--- src/rtl/seq_divider_pkg.sv ---
// -----------------------------------------------------------------------------
// seq_divider_pkg
// Shared definitions for the sequential restoring divider:
//   state_t    - controller state encoding (IDLE / CALC / DONE)
//   cnt_width  - width of the iteration counter for an n-bit divider
// -----------------------------------------------------------------------------
package seq_divider_pkg;

   typedef enum logic [1:0] {
      IDLE = 2'd0,
      CALC = 2'd1,
      DONE = 2'd2
   } state_t;

   // Counter must be able to hold the value n itself.
   function automatic int cnt_width(input int n);
      return $clog2(n + 1);
   endfunction

endpackage

--- src/rtl/seq_divider_if.sv ---
// -----------------------------------------------------------------------------
// seq_divider_if
// Request/result bundle of the sequential divider.
//   start        requester -> divider  begin a divide (sampled in IDLE)
//   dividend     requester -> divider  unsigned dividend, n bits
//   divisor      requester -> divider  unsigned divisor, n bits
//   busy         divider -> requester  operation in progress
//   done         divider -> requester  one-cycle result-valid pulse
//   quotient     divider -> requester  unsigned quotient, n bits
//   remainder    divider -> requester  unsigned remainder, n bits
//   div_by_zero  divider -> requester  divisor was zero
// master = requester side, slave = divider side.
// -----------------------------------------------------------------------------
interface seq_divider_if #(parameter int n = 8);
   import seq_divider_pkg::*;

   logic         start;
   logic [n-1:0] dividend;
   logic [n-1:0] divisor;
   logic         busy;
   logic         done;
   logic [n-1:0] quotient;
   logic [n-1:0] remainder;
   logic         div_by_zero;

   modport master (
      output start, dividend, divisor,
      input  busy, done, quotient, remainder, div_by_zero
   );

   modport slave (
      input  start, dividend, divisor,
      output busy, done, quotient, remainder, div_by_zero
   );

endinterface

--- src/rtl/seq_divider_add_sub.sv ---
// -----------------------------------------------------------------------------
// rca_add_sub
// n-bit ripple-carry adder/subtractor.
//   a, b      operands
//   con       1 = subtract (b is inverted), 0 = add
//   cin       carry in (XORed with con, so con=1/cin=0 yields a + ~b + 1)
//   sum       n-bit result
//   cout      carry out of the top bit (1 on subtract means a >= b)
//   b_comp    conditioned b actually fed to the adder
//   cin_comp  conditioned carry actually fed to bit 0
// -----------------------------------------------------------------------------
module rca_add_sub #(
   parameter int n = 8
) (
   input  logic [n-1:0] a,
   input  logic [n-1:0] b,
   input  logic         con,
   input  logic         cin,
   output logic [n-1:0] sum,
   output logic         cout,
   output logic [n-1:0] b_comp,
   output logic         cin_comp
);
   import seq_divider_pkg::*;

   logic [n:0] carry;

   // Operand conditioning followed by the ripple-carry chain.
   always_comb begin
      if (con) begin
         b_comp = ~b;
      end else begin
         b_comp = b;
      end
      cin_comp = cin ^ con;
      carry    = {(n + 1){1'b0}};
      sum      = {n{1'b0}};
      carry[0] = cin_comp;
      for (int i = 0; i < n; i++) begin
         sum[i]       = a[i] ^ b_comp[i] ^ carry[i];
         carry[i + 1] = (a[i] & b_comp[i]) | (carry[i] & (a[i] ^ b_comp[i]));
      end
      cout = carry[n];
   end

endmodule

--- src/rtl/seq_divider.sv ---
// -----------------------------------------------------------------------------
// seq_divider
// Iterative unsigned restoring divider, one quotient bit per clock. Trial
// subtractions are performed by an rca_add_sub instance.
//   clk  system clock, rising edge
//   rst  synchronous active-high reset
//   bus  seq_divider_if.slave (start/operands in, busy/done/results out)
// Divide by zero finishes in one edge with quotient all ones, remainder =
// dividend and div_by_zero set.
// -----------------------------------------------------------------------------
module seq_divider
   import seq_divider_pkg::*;
#(
   parameter int n = 8
) (
   input  logic         clk,
   input  logic         rst,
   seq_divider_if.slave bus
);

   localparam int cw = cnt_width(n);
   localparam logic [cw-1:0] cnt_one  = {{(cw - 1){1'b0}}, 1'b1};
   localparam logic [cw-1:0] cnt_load = cw'(n);

   state_t        state;
   state_t        next_state;
   logic [n-1:0]  r;
   logic [n-1:0]  q;
   logic [n-1:0]  d;
   logic [cw-1:0] count;
   logic          busy_flag;
   logic          done_flag;
   logic          dbz_flag;

   logic          msb_out;
   logic [n-1:0]  rs;
   logic [n-1:0]  qs;
   logic [n-1:0]  diff;
   logic          cout;
   logic          take;

   // Trial subtraction rs - d.
   rca_add_sub #(.n(n)) u_add_sub (
      .a        (rs),
      .b        (d),
      .con      (1'b1),
      .cin      (1'b0),
      .sum      (diff),
      .cout     (cout),
      .b_comp   (),
      .cin_comp ()
   );

   // Shift {R,Q} left and decide whether the trial subtraction is kept.
   // A bit shifted out of R means the partial remainder exceeds d, so the
   // n-bit difference is exact even though cout is 0.
   always_comb begin
      msb_out = r[n-1];
      rs      = {r[n-2:0], q[n-1]};
      qs      = {q[n-2:0], 1'b0};
      take    = msb_out | cout;
   end

   // Controller next-state logic.
   always_comb begin
      next_state = state;
      case (state)
         IDLE: begin
            if (bus.start) begin
               if (bus.divisor != {n{1'b0}}) begin
                  next_state = CALC;
               end else begin
                  next_state = DONE;
               end
            end else begin
               next_state = IDLE;
            end
         end
         CALC: begin
            if (count == cnt_one) begin
               next_state = DONE;
            end else begin
               next_state = CALC;
            end
         end
         DONE:    next_state = IDLE;
         default: next_state = IDLE;
      endcase
   end

   // State, status flags and datapath registers.
   always_ff @(posedge clk) begin
      if (rst) begin
         state     <= IDLE;
         busy_flag <= 1'b0;
         done_flag <= 1'b0;
         dbz_flag  <= 1'b0;
         r         <= {n{1'b0}};
         q         <= {n{1'b0}};
         d         <= {n{1'b0}};
         count     <= {cw{1'b0}};
      end else begin
         state     <= next_state;
         busy_flag <= (next_state != IDLE);
         done_flag <= (next_state == DONE);
         case (state)
            IDLE: begin
               if (bus.start) begin
                  if (bus.divisor != {n{1'b0}}) begin
                     r        <= {n{1'b0}};
                     q        <= bus.dividend;
                     d        <= bus.divisor;
                     count    <= cnt_load;
                     dbz_flag <= 1'b0;
                  end else begin
                     r        <= bus.dividend;
                     q        <= {n{1'b1}};
                     dbz_flag <= 1'b1;
                  end
               end
            end
            CALC: begin
               count <= count - cnt_one;
               if (take) begin
                  r <= diff;
                  q <= qs | {{(n - 1){1'b0}}, 1'b1};
               end else begin
                  r <= rs;
                  q <= qs;
               end
            end
            default: begin
               count <= count;
            end
         endcase
      end
   end

   assign bus.busy        = busy_flag;
   assign bus.done        = done_flag;
   assign bus.div_by_zero = dbz_flag;
   assign bus.quotient    = q;
   assign bus.remainder   = r;

endmodule

--- src/flat_wrapper.sv ---
// flat-port wrapper written by rule: the top's interface ports become plain ports
module seq_divider_flat import seq_divider_pkg::*;
#(
   parameter int n = 8
)
  (clk, rst, bus_start, bus_dividend, bus_divisor, bus_busy, bus_done, bus_quotient, bus_remainder, bus_div_by_zero);
  seq_divider_if #(.n(n)) bus_i ();
  input  logic clk;
  input  logic rst;
  input wire logic [$bits(bus_i.start)-1:0] bus_start;
  input wire logic [$bits(bus_i.dividend)-1:0] bus_dividend;
  input wire logic [$bits(bus_i.divisor)-1:0] bus_divisor;
  output wire logic [$bits(bus_i.busy)-1:0] bus_busy;
  output wire logic [$bits(bus_i.done)-1:0] bus_done;
  output wire logic [$bits(bus_i.quotient)-1:0] bus_quotient;
  output wire logic [$bits(bus_i.remainder)-1:0] bus_remainder;
  output wire logic [$bits(bus_i.div_by_zero)-1:0] bus_div_by_zero;
  assign bus_i.start = bus_start;
  assign bus_i.dividend = bus_dividend;
  assign bus_i.divisor = bus_divisor;
  assign bus_busy = bus_i.busy;
  assign bus_done = bus_i.done;
  assign bus_quotient = bus_i.quotient;
  assign bus_remainder = bus_i.remainder;
  assign bus_div_by_zero = bus_i.div_by_zero;
  seq_divider #(.n(n)) u_core (.clk(clk), .rst(rst), .bus(bus_i));
endmodule
--- config.mk ---
export PLATFORM = sky130hd
export DESIGN_NAME = seq_divider_flat
export DESIGN_NICKNAME = d
export VERILOG_FILES = /design/src/rtl/seq_divider_pkg.sv /design/src/rtl/seq_divider_if.sv /design/src/rtl/seq_divider_add_sub.sv /design/src/rtl/seq_divider.sv /design/src/flat_wrapper.sv
export SDC_FILE = /design/constraint.sdc
export NUM_CORES = 1
export LEC_CHECK = 0
export CORE_MARGIN = 2
export CORE_UTILIZATION = 30
export CTS_CLUSTER_DIAMETER = 200
export DETAILED_ROUTE_END_ITERATION = 10
export PLACE_DENSITY = 0.53
export SLEW_MARGIN = 40
export SYNTH_ARGS = -nofsm -noshare
export SYNTH_HDL_FRONTEND = slang
export SYNTH_SLANG_ARGS = --single-unit
--- constraint.sdc ---
create_clock -name clk -period 7.3 [get_ports clk]
set_clock_uncertainty 0.05 [all_clocks]
set_input_delay 1.095 -clock clk [delete_from_list [all_inputs] [get_ports clk]]
set_output_delay 1.095 -clock clk [all_outputs]
set_load 0.005 [all_outputs]
; ---- Word-level counts from Yosys, hierarchy flattened
; Cells that the tools add are included.
[totals]
register_bits = 33
inputBits = 19
output_inout_bits = 19
wordCells = 79
[op_classes]
addsub = 1
n_eq_ne = 5
muxes = 16
n_bitwise = 41
reduce_logical = 8
[ops]
columns = op, count
row1 = $mux W8, 5
row2 = $pmux W8 S2, 2
row3 = $and A1 B1 Y1, 15
row4 = $xor A1 B1 Y1, 15
row5 = $or A1 B1 Y1, 9
row6 = $mux W4, 2
row7 = $not A8 Y8, 1
row8 = $pmux W4 S2, 1
row9 = $reduce_bool A8 Y1, 1
row10 = $mux W2, 3
row11 = $reduce_and A3 Y1, 2
row12 = $eq A4 B1 Y1 const B, 1
row13 = $pmux W2 S2, 1
row14 = $reduce_and A2 Y1, 2
row15 = $reduce_bool A2 Y1, 2
row16 = $sub A4 B1 Y4 const B, 1
row17 = $eq A2 B1 Y1 const B, 1
row18 = $eq A2 B2 Y1 const B, 1
row19 = $logic_not A2 Y1, 1
row20 = $mux W1, 2
row21 = $ne A2 B1 Y1 const B, 1
row22 = $ne A2 B2 Y1 const B, 1
row23 = $not A1 Y1, 1

; ---- Depth between registers and ports, before layout
[logic_depth]
depth_word = 20
depth_mapped = 16
ltp_nobuf = 15

; ---- Modules after synthesis
; Synthesis repeated with hierarchy kept, for this count alone.
[hier_totals]
hier_cells = 214
hier_area_um2 = 2014.4
[modules_own_cells]
columns = mod, n_inst, cells_per_inst, area_per_inst_um2, seq_area_each_um2
row1 = seq_divider, 1, 175, 1639.1, 660.6
row2 = rca_add_sub, 1, 39, 375.4, 0.0

; ---- Worst setup path before layout
; Ideal clock, no wire load.
[synth_timing]
path_type = register -> register
from = register u_core.q[7] (netlist: u_core.bus.quotient[7])
to = register u_core.r[5] (netlist: u_core.bus.remainder[5])
setup_ns = 0.133
arrival_ns = 3.834
required_time_ns = 7.117
path_slack_ns = 3.283
stages_incl_launch_ff = 17
n_path_buf = 1
period_less_slack_ns = 4.017
path_cell_list = dfxtp_1 > inv_1 > ha_1 > fa_1 > fa_1 > fa_1 > fa_1 > inv_1 > fa_1 > inv_1 > fa_1 > inv_1 > fa_1 > or2_2 > clkbuf_1 > mux2i_1 > o221ai_1
[synth_via]
elab_chain_len = 19
word_cells_on_any_way = 21
classes_between = 2 x mux / 19 x bitwise
[synth_lines]
columns = item, line
row1 = "start, declared", seq_divider.sv:28  ; logic [n-1:0] q;
row2 = "start signal, assigned", seq_divider.sv:99  ; q <= {n{1'b0}};
row3 = "start signal, assigned", seq_divider.sv:111  ; q <= bus.dividend;
row4 = "start signal, assigned", seq_divider.sv:117  ; q <= {n{1'b1}};
row5 = $and A1 B1 Y1 or $xor A1 B1 Y1 (tied branches), seq_divider_add_sub.sv:41  ; carry[i + 1] = (a[i] & b_comp[i]) | (carry[i] & (a[i] ^ b_comp[i]));
row6 = $or A1 B1 Y1 (*), seq_divider_add_sub.sv:41
row7 = $and A1 B1 Y1 (*), seq_divider_add_sub.sv:41
row8 = $or A1 B1 Y1 (*), seq_divider_add_sub.sv:41
row9 = $and A1 B1 Y1 (*), seq_divider_add_sub.sv:41
row10 = $or A1 B1 Y1 (*), seq_divider_add_sub.sv:41
row11 = $and A1 B1 Y1 (*), seq_divider_add_sub.sv:41
row12 = $or A1 B1 Y1 (*), seq_divider_add_sub.sv:41
row13 = (+3 left out), --
row14 = $or A1 B1 Y1, seq_divider_add_sub.sv:41
row15 = $and A1 B1 Y1, seq_divider_add_sub.sv:41
row16 = $or A1 B1 Y1, seq_divider_add_sub.sv:41
row17 = $and A1 B1 Y1, seq_divider_add_sub.sv:41
row18 = $or A1 B1 Y1, seq_divider_add_sub.sv:41
row19 = $or A1 B1 Y1, seq_divider.sv:61  ; take = msb_out | cout;
row20 = $mux W8 (*), seq_divider.sv:124  ; if (take) begin
row21 = $pmux W8 S2 (*), seq_divider.sv:106  ; case (state)
row22 = "end signal, assigned", seq_divider.sv:110  ; r <= {n{1'b0}};
row23 = "end signal, assigned", seq_divider.sv:125  ; r <= diff;
row24 = "end signal, assigned", seq_divider.sv:128  ; r <= rs;
row25 = "end, declared", seq_divider.sv:27  ; logic [n-1:0] r;
; Every way passes the cells marked *; elsewhere a longest branch is shown, timed or not.
; A chain may end at the register's enable or synchronous reset.

; ---- Worst setup path in the final report
; Ends and elaborated chain as after synthesis.

==> qor.yml <==
powerDensity_nw_per_um2: 251
cts_made_buffers: 5
dieHeight_um: 79.1
cts_resized: 0
slew_viol_final: 0
wl_met1_um: 2000
yosysSeqAreaShare: 0.391
hpwl_um: 3170
path_clk_slew_ns: 0.07
finalPower_uw: 563
top_layer: "met4"
synth_edf_count: 0
cp.arrival_ns: 4.23
vias: 1486
cts_max_path_buffers: 2
reg2reg_to: "u_core.bus.remainder[5]"
wl_um: 4260
crit_path_start: "u_core.bus.quotient[7]"
dr_wl_met3_um: 207
ios: 38
synthCells: 188
cts_tree: "yes"
async_flop_share: 0
yosys_warnings: 0
cp.depth: 15
yosys-top-cells-area: "dfxtp_1 39%, fa_1 8.3%, o21ai_0 6.8%"
synth.top_cell.area_share: 0.391
tns_ns: 0
ys_ff_latch: 33
drt_first_iter_violations: 70
crit_path_top_delay_cell: "fa_1"
maxCapViolations: 0
startpoint_type: "flip-flop"
cts_root_buf: "clkbuf_8"
vias_per_cell: 5.04
rsz0062_at_grt: "false"
clk_latency_ns: 0.29
cp_common_cell: "fa_1"
max-slew-margin-rel: 0.503
grt_usage: 0.149
p_leak_uw: 0.000796
end_kind: "flip-flop"
initial_core_util: 0.309
wl_met2_um: 1980
tightest_slew_ns: 0.743
nNetsFinal: 251
grt_antenna_before_repair: 0
grt.overflow.total: 0
finalCriticalPeriod_ns: 4.12
finalHoldViolCount: 0
grt_max_degree: 33
ant_nets: 0
yosysTopAreaCell: "dfxtp_1"
synthToLayoutAreaGrowth_pct: 32.5
reg2reg_depth: 15
path_class: "reg -> reg"
yosys_most_used_dff: "dfxtp_1"
crit_path_end: "u_core.bus.remainder[5]"
reg2reg_from: "u_core.bus.quotient[7]"
htree_levels: 2
rrSetupSlack_ns: 3.18
ys_types: 39
synth.cell_area_sq_um: 1690
drive_gt1_frac: 0.0852
post-place-ws_ns: 3.21
hold_path_class: "reg -> reg"
avgSynthCellArea_sq_um: 9.00
die_x_um: 79.1
status: "complete, no violations"
cts.sinks: 33
grt_pass1_wl_um: 7250
gp_congestion: 0.862
crit_fanout: 9
slowest_delay_ns: 0.44
period_share: 0.564
synth_nets: 217
diodes: 0
cp_top_family: "adder cells"
crit_chain: "inv_1 > ha_1 > fa_1 > fa_1 > fa_1 > fa_1 > inv_1 > fa_1 > inv_1 > fa_1 > inv_1 > fa_1 > or2_2 > mux2i_1 > o221ai_1"
drt-pass1-iter-count: 4
cp_num_buf_inv: 4
setup_viol: 0
first_global_vias: 1477
num_rows: 27
fmax_mhz: 243
io_buffers: 37
worst_slack_ns: 3.18
wl_per_cell_um: 14.4
postCtsHoldBufs: 0
max-vdd-ir-drop_mv: 0.105
drc_errors: 0
required_ns: 7.42
post_cts_buffers: 0
finalHoldWorstSlack_ns: 0.422
die_area_sq_um: 6260
utilization: 0.409
core_area_sq_um: 5470
placed cells by master, fill, tap and decap left out, types with 2 or more instances in the layout:
cell,n
a21boi_0,3
a21oi_1,4
a31oi_1,7
bufinv_16,2
clkbuf_8,5
clkdlybuf4s50_1,37
dfxtp_1,33
fa_1,7
ha_1,3
inv_1,13
mux2i_1,2
nand2_1,25
nand3_1,14
nor2_1,7
nor3b_1,2
nor4_4,2
o211ai_1,4
o21ai_0,23
o221ai_1,8
o31ai_1,2
where the power goes:
part,leakage [uW],total [uW],internal [uW],switching (uW)
Sequential,0.000271,216,198,17.7
Combinational,0.000456,142,69.1,73.1
Clock,0.0000681,205,136,69.1
logic make-up after synthesis:
| family | synth area share |
|---|---|
| AO/OA/AOI/OAI | 0.244 |
| XOR/XNOR | 0.00518 |
| adder cells (fa/ha/maj) | 0.105 |
| buffers and inverters | 0.0592 |
| flip-flops | 0.391 |
| multiplexers | 0.0118 |
| AND/OR/NAND/NOR | 0.184 |
worst min-delay path: stages, from the launching register on:
cell     delay (ns)
dfxtp_1        0.32
nand2_1        0.06
o21ai_1        0.05
state kept, by name, indices dropped and copies added, names as in the netlist:
name	flops
u_core.bus.remainder	8
u_core.count	4
u_core.bus.done	1
u_core.bus.quotient	8
u_core.bus.busy	1
u_core.bus.div_by_zero	1
u_core.d	8
u_core.state	2
worst min path at each step:
stage / from / slack (ns) / cells past startpoint / to
2_1_floorplan: u_core.d[0] / 0.39 / 2 / u_core.d[0]
5_1_grt: u_core.d[3] / 0.45 / 2 / u_core.d[3]
6_report: u_core.d[3] / 0.42 / 2 / u_core.d[3]
3_3_place_gp: u_core.d[3] / 0.41 / 2 / u_core.d[3]
3_5_place_dp: u_core.d[3] / 0.41 / 2 / u_core.d[3]
4_1_cts: u_core.d[3] / 0.43 / 2 / u_core.d[3]
per-layer routing:
metal  global-route usage  vias to the layer above
li1                     -                      740
met1                0.197                      690
met2                0.231                       47
met3               0.0341                        9
met4               0.0690                        0
met5                    0                        -
cell usage after synthesis, drive strengths merged (2+ instances only):
master and n:
nand2 25, ha 3, o31ai 2, nor2 7, a31oi 8, dfxtp 33, nand3 14, a21boi 4
buf 5, inv 14, fa 7, o221ai 8, a21oi 4, mux2i 2, nor4 2, o211ai 4
clkbuf 5, o21ai 24, nor3b 3
area by class of cell:
| cell class | count | area (sq um) |
|---|---|---|
| fillers | 574 | 3230 |
| multi-input cells | 131 | 933 |
| flip-flops and latches | 33 | 661 |
| repair buffers | 37 | 370 |
| well taps | 72 | 90.1 |
| clock buffers | 5 | 68.8 |
| clock inverters | 3 | 65.1 |
| inverters | 14 | 52.6 |
through the flow:
| step | area, sq um | cells |
|---|---|---|
| 5_1_grt | 2240 | 295 |
| 4_1_cts | 2240 | 295 |
| 2_1_floorplan | 1690 | 188 |
| 3_5_place_dp | 2110 | 287 |
| 3_3_place_gp | 2100 | 287 |
| 6_report | 2240 | 295 |
Note: power is estimated with default switching activity, not from simulation.
